`src/rtl/dmem_port_arbiter.sv`:
```
// Single-port data memory arbiter: CPU MEM stage vs. debug/loader, fixed CPU
// priority with a starvation guard. Define DMEM_ARB_PERF_EN to build stall_count.
module dmem_port_arbiter #(
  parameter int AW         = 8,
  parameter int STARVE_MAX = 4
) (
  input  logic          clk,
  input  logic          rst_n,
  input  logic          cpu_req,
  input  logic          cpu_we,
  input  logic [AW-1:0] cpu_addr,
  input  logic [15:0]   cpu_wdata,
  input  logic          fwd_sel,
  input  logic [15:0]   fwd_data,
  output logic          cpu_stall,
  output logic          cpu_rvalid,
  output logic [15:0]   cpu_rdata,
  input  logic          dbg_req,
  input  logic          dbg_we,
  input  logic [AW-1:0] dbg_addr,
  input  logic [15:0]   dbg_wdata,
  output logic          dbg_ack,
  output logic [15:0]   dbg_rdata,
  output logic          mem_en,
  output logic          mem_we,
  output logic [AW-1:0] mem_addr,
  output logic [15:0]   mem_wdata,
  input  logic [15:0]   mem_rdata,
  output logic [15:0]   stall_count
);

  typedef enum logic [1:0] {D_IDLE, D_ISSUED, D_ACK} dstate_t;

  dstate_t       r_state;
  logic [3:0]    r_starve_cnt;
  logic          r_mem_en, r_mem_we, r_cpu_rd, r_cpu_rvalid, r_dbg_ack;
  logic [AW-1:0] r_mem_addr;
  logic [15:0]   r_mem_wdata;

  logic w_dbg_elig, w_grant_dbg, w_grant_cpu, w_starved;

  assign w_dbg_elig  = dbg_req && (r_state == D_IDLE);
  assign w_starved   = (r_starve_cnt == 4'(STARVE_MAX));
  assign w_grant_dbg = w_dbg_elig && (!cpu_req || w_starved);
  assign w_grant_cpu = cpu_req && !w_grant_dbg;
  assign cpu_stall   = cpu_req && w_grant_dbg;

  always_ff @(posedge clk or negedge rst_n) begin
    if (!rst_n) begin
      r_mem_en    <= 1'b0;
      r_mem_we    <= 1'b0;
      r_mem_addr  <= '0;
      r_mem_wdata <= '0;
    end else if (w_grant_dbg) begin
      r_mem_en    <= 1'b1;
      r_mem_we    <= dbg_we;
      r_mem_addr  <= dbg_addr;
      r_mem_wdata <= dbg_wdata;
    end else if (w_grant_cpu) begin
      r_mem_en    <= 1'b1;
      r_mem_we    <= cpu_we;
      r_mem_addr  <= cpu_addr;
      r_mem_wdata <= fwd_sel ? fwd_data : cpu_wdata;
    end else begin
      r_mem_en    <= 1'b0;
      r_mem_we    <= 1'b0;
    end
  end

  always_ff @(posedge clk or negedge rst_n) begin
    if (!rst_n)
      r_starve_cnt <= '0;
    else if (w_grant_dbg || !w_dbg_elig)
      r_starve_cnt <= '0;
    else if (w_grant_cpu && !w_starved)
      r_starve_cnt <= r_starve_cnt + 4'd1;
  end

  // dbg_ack is a registered decode of the ACK state; read data arrives with it.
  always_ff @(posedge clk or negedge rst_n) begin
    if (!rst_n) begin
      r_state   <= D_IDLE;
      r_dbg_ack <= 1'b0;
    end else begin
      r_dbg_ack <= 1'b0;
      case (r_state)
        D_IDLE:   if (w_grant_dbg) r_state <= D_ISSUED;
        D_ISSUED: begin
          r_state   <= D_ACK;
          r_dbg_ack <= 1'b1;
        end
        default:  r_state <= D_IDLE;
      endcase
    end
  end

  always_ff @(posedge clk or negedge rst_n) begin
    if (!rst_n) begin
      r_cpu_rd     <= 1'b0;
      r_cpu_rvalid <= 1'b0;
    end else begin
      r_cpu_rd     <= w_grant_cpu && !cpu_we;
      r_cpu_rvalid <= r_cpu_rd;
    end
  end

`ifdef DMEM_ARB_PERF_EN
  logic [15:0] r_stall_count;
  always_ff @(posedge clk or negedge rst_n) begin
    if (!rst_n)
      r_stall_count <= '0;
    else if (cpu_stall && r_stall_count != 16'hFFFF)
      r_stall_count <= r_stall_count + 16'd1;
  end
  assign stall_count = r_stall_count;
`else
  assign stall_count = 16'h0000;
`endif

  assign mem_en     = r_mem_en;
  assign mem_we     = r_mem_we;
  assign mem_addr   = r_mem_addr;
  assign mem_wdata  = r_mem_wdata;
  assign cpu_rvalid = r_cpu_rvalid;
  assign cpu_rdata  = mem_rdata;
  assign dbg_ack    = r_dbg_ack;
  assign dbg_rdata  = mem_rdata;

endmodule

```
`config.mk`:
```
export PLATFORM = sky130hd
export DESIGN_NAME = dmem_port_arbiter
export DESIGN_NICKNAME = d
export VERILOG_FILES = /design/src/rtl/dmem_port_arbiter.sv
export SDC_FILE = /design/constraint.sdc
export NUM_CORES = 1
export LEC_CHECK = 0
export ABC_AREA = 1
export BUFFER_PORTS_ARGS = -buffer_cell sky130_fd_sc_hd__buf_4
export CAP_MARGIN = 20
export CORE_MARGIN = 2
export CORE_UTILIZATION = 45
export CTS_CLUSTER_DIAMETER = 40
export DETAILED_ROUTE_END_ITERATION = 7
export PLACE_DENSITY = 0.95
export SYNTH_ARGS = -nofsm -noshare
export SYNTH_HDL_FRONTEND = slang
export SYNTH_SLANG_ARGS = --single-unit
```
`constraint.sdc`:
```
create_clock -name clk -period 1.95 [get_ports clk]
set_input_delay 0.195 -clock clk [delete_from_list [all_inputs] [get_ports clk]]
set_output_delay 0.195 -clock clk [all_outputs]
set_load 0.005 [all_outputs]
```
==> results_dict.tcl <==
set metrics [dict create \
    regArea_um2 876 \
    utilization_pct 56.9 \
    crit_fanout 27 \
    outcome "finished, final reports clean" \
    core_um2 5140 \
    cts-root-buf "clkbuf_8" \
    crit_buf_inv 2 \
    dieArea_um2 5960 \
    ios 164 \
    grt_pass1_vias 2024 \
    routabilityCongestion 0.896 \
    dieWidth_um 77.2 \
    powerDensity_nw_per_um2 630 \
    clkSlewWorstSetupHoldPaths_ns 0.07 \
    netlist_top_cells_area "dfrtp_1 (36%), nand3_1 (15%), buf_4 (15%)" \
    dieHeight_um 77.2 \
    num_antenna_cells 0 \
    ys_ff_latch 35 \
    min_period_over_period_pct 91.1 \
    grt_setup_unrepaired "false" \
    setup_viol 0 \
    max_freq_ghz 0.563 \
    worst_path_max_delay_cell "dfrtp_1" \
    finalHoldViolCount 0 \
    ctsResizeCount 0 \
    ctsHoldBuffers 1 \
    num-nets-final 475 \
    drv_slew 0 \
    grt_use_total_pct 19.3 \
    ant_nets 0 \
    p_leak_nw 1.70 \
    ys_seq_area_share_pct 36.3 \
    setup_tns_ns 0 \
    yosys_warnings 0 \
    drt-vias-per-instance 4.65 \
    antenna_found_initial 0 \
    drive_gt1_share_pct 30.7 \
    drc 0 \
    cp_cell_sequence "inv_1 > ha_1 > nand3_2 > nand2_4 > nand2_4 > nor2_1 > buf_4" \
    htree_levels 2 \
    drv_cap 0 \
    worstHoldPathType "in2reg" \
    row_count 26 \
    synthesis.area_um2 2410 \
    worstPathRequired_ns 1.75 \
    overflow 0 \
    ir_drop_uv 261 \
    synth_cell_type_count 21 \
    clock_sinks 35 \
    path_common_cell "nand2_4" \
    path_class "reg2out" \
    fillerInstances 508 \
    io_buffers 99 \
    postCtsSetupRepairBufs 0 \
    start_util_pct 46.9 \
    insertion_delay_ns 0.27 \
    grt_pass1_wl_um 9160 \
    cts_buffer_depth 2 \
    fin_worst_skew_ns 0.00734 \
    via_count 2123 \
    multiInputGateArea_um2 917 \
    cp.arrival_ns 1.58 \
    hpwl_um 4340 \
    wl_per_cell_um 12.5 \
    syn_to_final_growth_pct 21.3 \
    wirelength_um 5700 \
    cts_tree "done" \
    worstSetupEndpointType "output port" \
    period_minus_slack_ns 1.78 \
    grt_max_degree 36 \
    cts_buffers 5 \
    drt_first_pass_iters 4 \
    synth_top_area_share_pct 36.3 \
    yosys.area.top_type "dfrtp_1" \
    total_power_mw 1.84 \
    slowest_delay_ns 0.42 \
    avgSynthCellArea_um2 7.44 \
    start_kind "register" \
    synthCells 324 \
    crit_family "simple AND/OR/NAND/NOR gates" \
    drt_iter0_markers 114 \
]
==> sequential cells by signal, indices dropped and copies added (netlist names) <==
name / count
mem_we: 1
mem_addr: 8
cpu_rvalid: 1
r_starve_cnt: 4
r_state: 2
r_cpu_rd: 1
mem_en: 1
mem_wdata: 16
dbg_ack: 1
==> kinds of logic (layout without fill, tap and decap cells) <==
| family | after synthesis | in the layout | share of synthesized area, % |
|---|---|---|---|
| AOI/OAI and AO/OA | 16 | 16 | 3.32 |
| xor gates and xnor gates | 2 | 2 | 0.727 |
| adders and majority gates | 2 | 2 | 1.04 |
| buffers and inverters | 112 | 160 | 27.9 |
| DFF | 35 | 35 | 36.3 |
| and+or+nand+nor | 156 | 156 | 30.5 |
| other | 1 | 16 | 0.156 |
==> cell type report <==
type / count / share of cell area (%)
multi-input cells: 192 / 31.4
flip-flops and latches: 35 / 30.0
repair buffers: 103 / 26.5
inverters: 49 / 6.38
well taps: 70 / 3.00
clock buffers: 7 / 2.61
clock inverters: 1 / 0.171
==> worst paths after layout <==
path / start / endpoint / slack [ns] / depth (start not counted)
max reg2reg: r_starve_cnt[0] / mem_wdata[14] / 0.48 / 9
min in group asynchronous: rst_n / cpu_rvalid / 0.41 / 2
min reg2reg: r_cpu_rd / cpu_rvalid / 0.35 / 0
max in group asynchronous: rst_n / mem_addr[1] / 1.22 / 2
min: cpu_we / r_cpu_rd / 0.08 / 2
max: r_starve_cnt[0] / cpu_stall / 0.17 / 7
==> metal layers <==
layer | global-route usage (%) | share of wire (%) | vias to the layer above
li1 | - | - | 1068
met1 | 22.7 | 39 | 939
met2 | 33.0 | 50 | 98
met3 | 5.29 | 7.7 | 18
met4 | 7.68 | 3.0 | 0
met5 | 0 | 0 | -
==> cells in the final DEF, fill, tap and decap left out <==
cell,n
inv_4,1
nand3_1,74
buf_4,102
inv_1,46
conb_1,16
clkbuf_1,2
dfrtp_1,35
nand3_2,3
nor2_1,7
xnor2_1,1
clkinv_2,1
nand2_2,2
o21ai_0,16
nor2_8,1
ha_1,2
inv_2,2
nand2_1,66
clkbuf_8,5
nor3_1,1
xor2_1,1
dlygate4sd3_1,1
nand2_4,2
==> metrics by stage <==
step	cells	hold WS [ns]	area, um2	setup WS, ns
after CTS	457	0.0687	2920	0.165
final	457	0.0789	2920	0.174
after detailed placement	448	0.170	2830	0.476
after global routing	457	0.0663	2920	0.0527
after global placement	448	0.165	2830	0.526
after floorplan	339	-0.101	2470	0.617
==> synthesized netlist by cell type (all sizes together) <==
library cell  count
buf              62
clkbuf            1
conb              1
dfrtp            35
ha                2
inv              49
nand2            70
nand3            77
nor2              8
nor3              1
o21ai            16
xnor2             1
xor2              1
==> report_power, final <==
group	total, mW	internal [mW]	switching [mW]
Clock	0.481	0.250	0.231
Sequential	0.851	0.804	0.0475
Combinational	0.509	0.260	0.249
Total	1.84	1.31	0.527
Power figures use the tool's default switching activity.
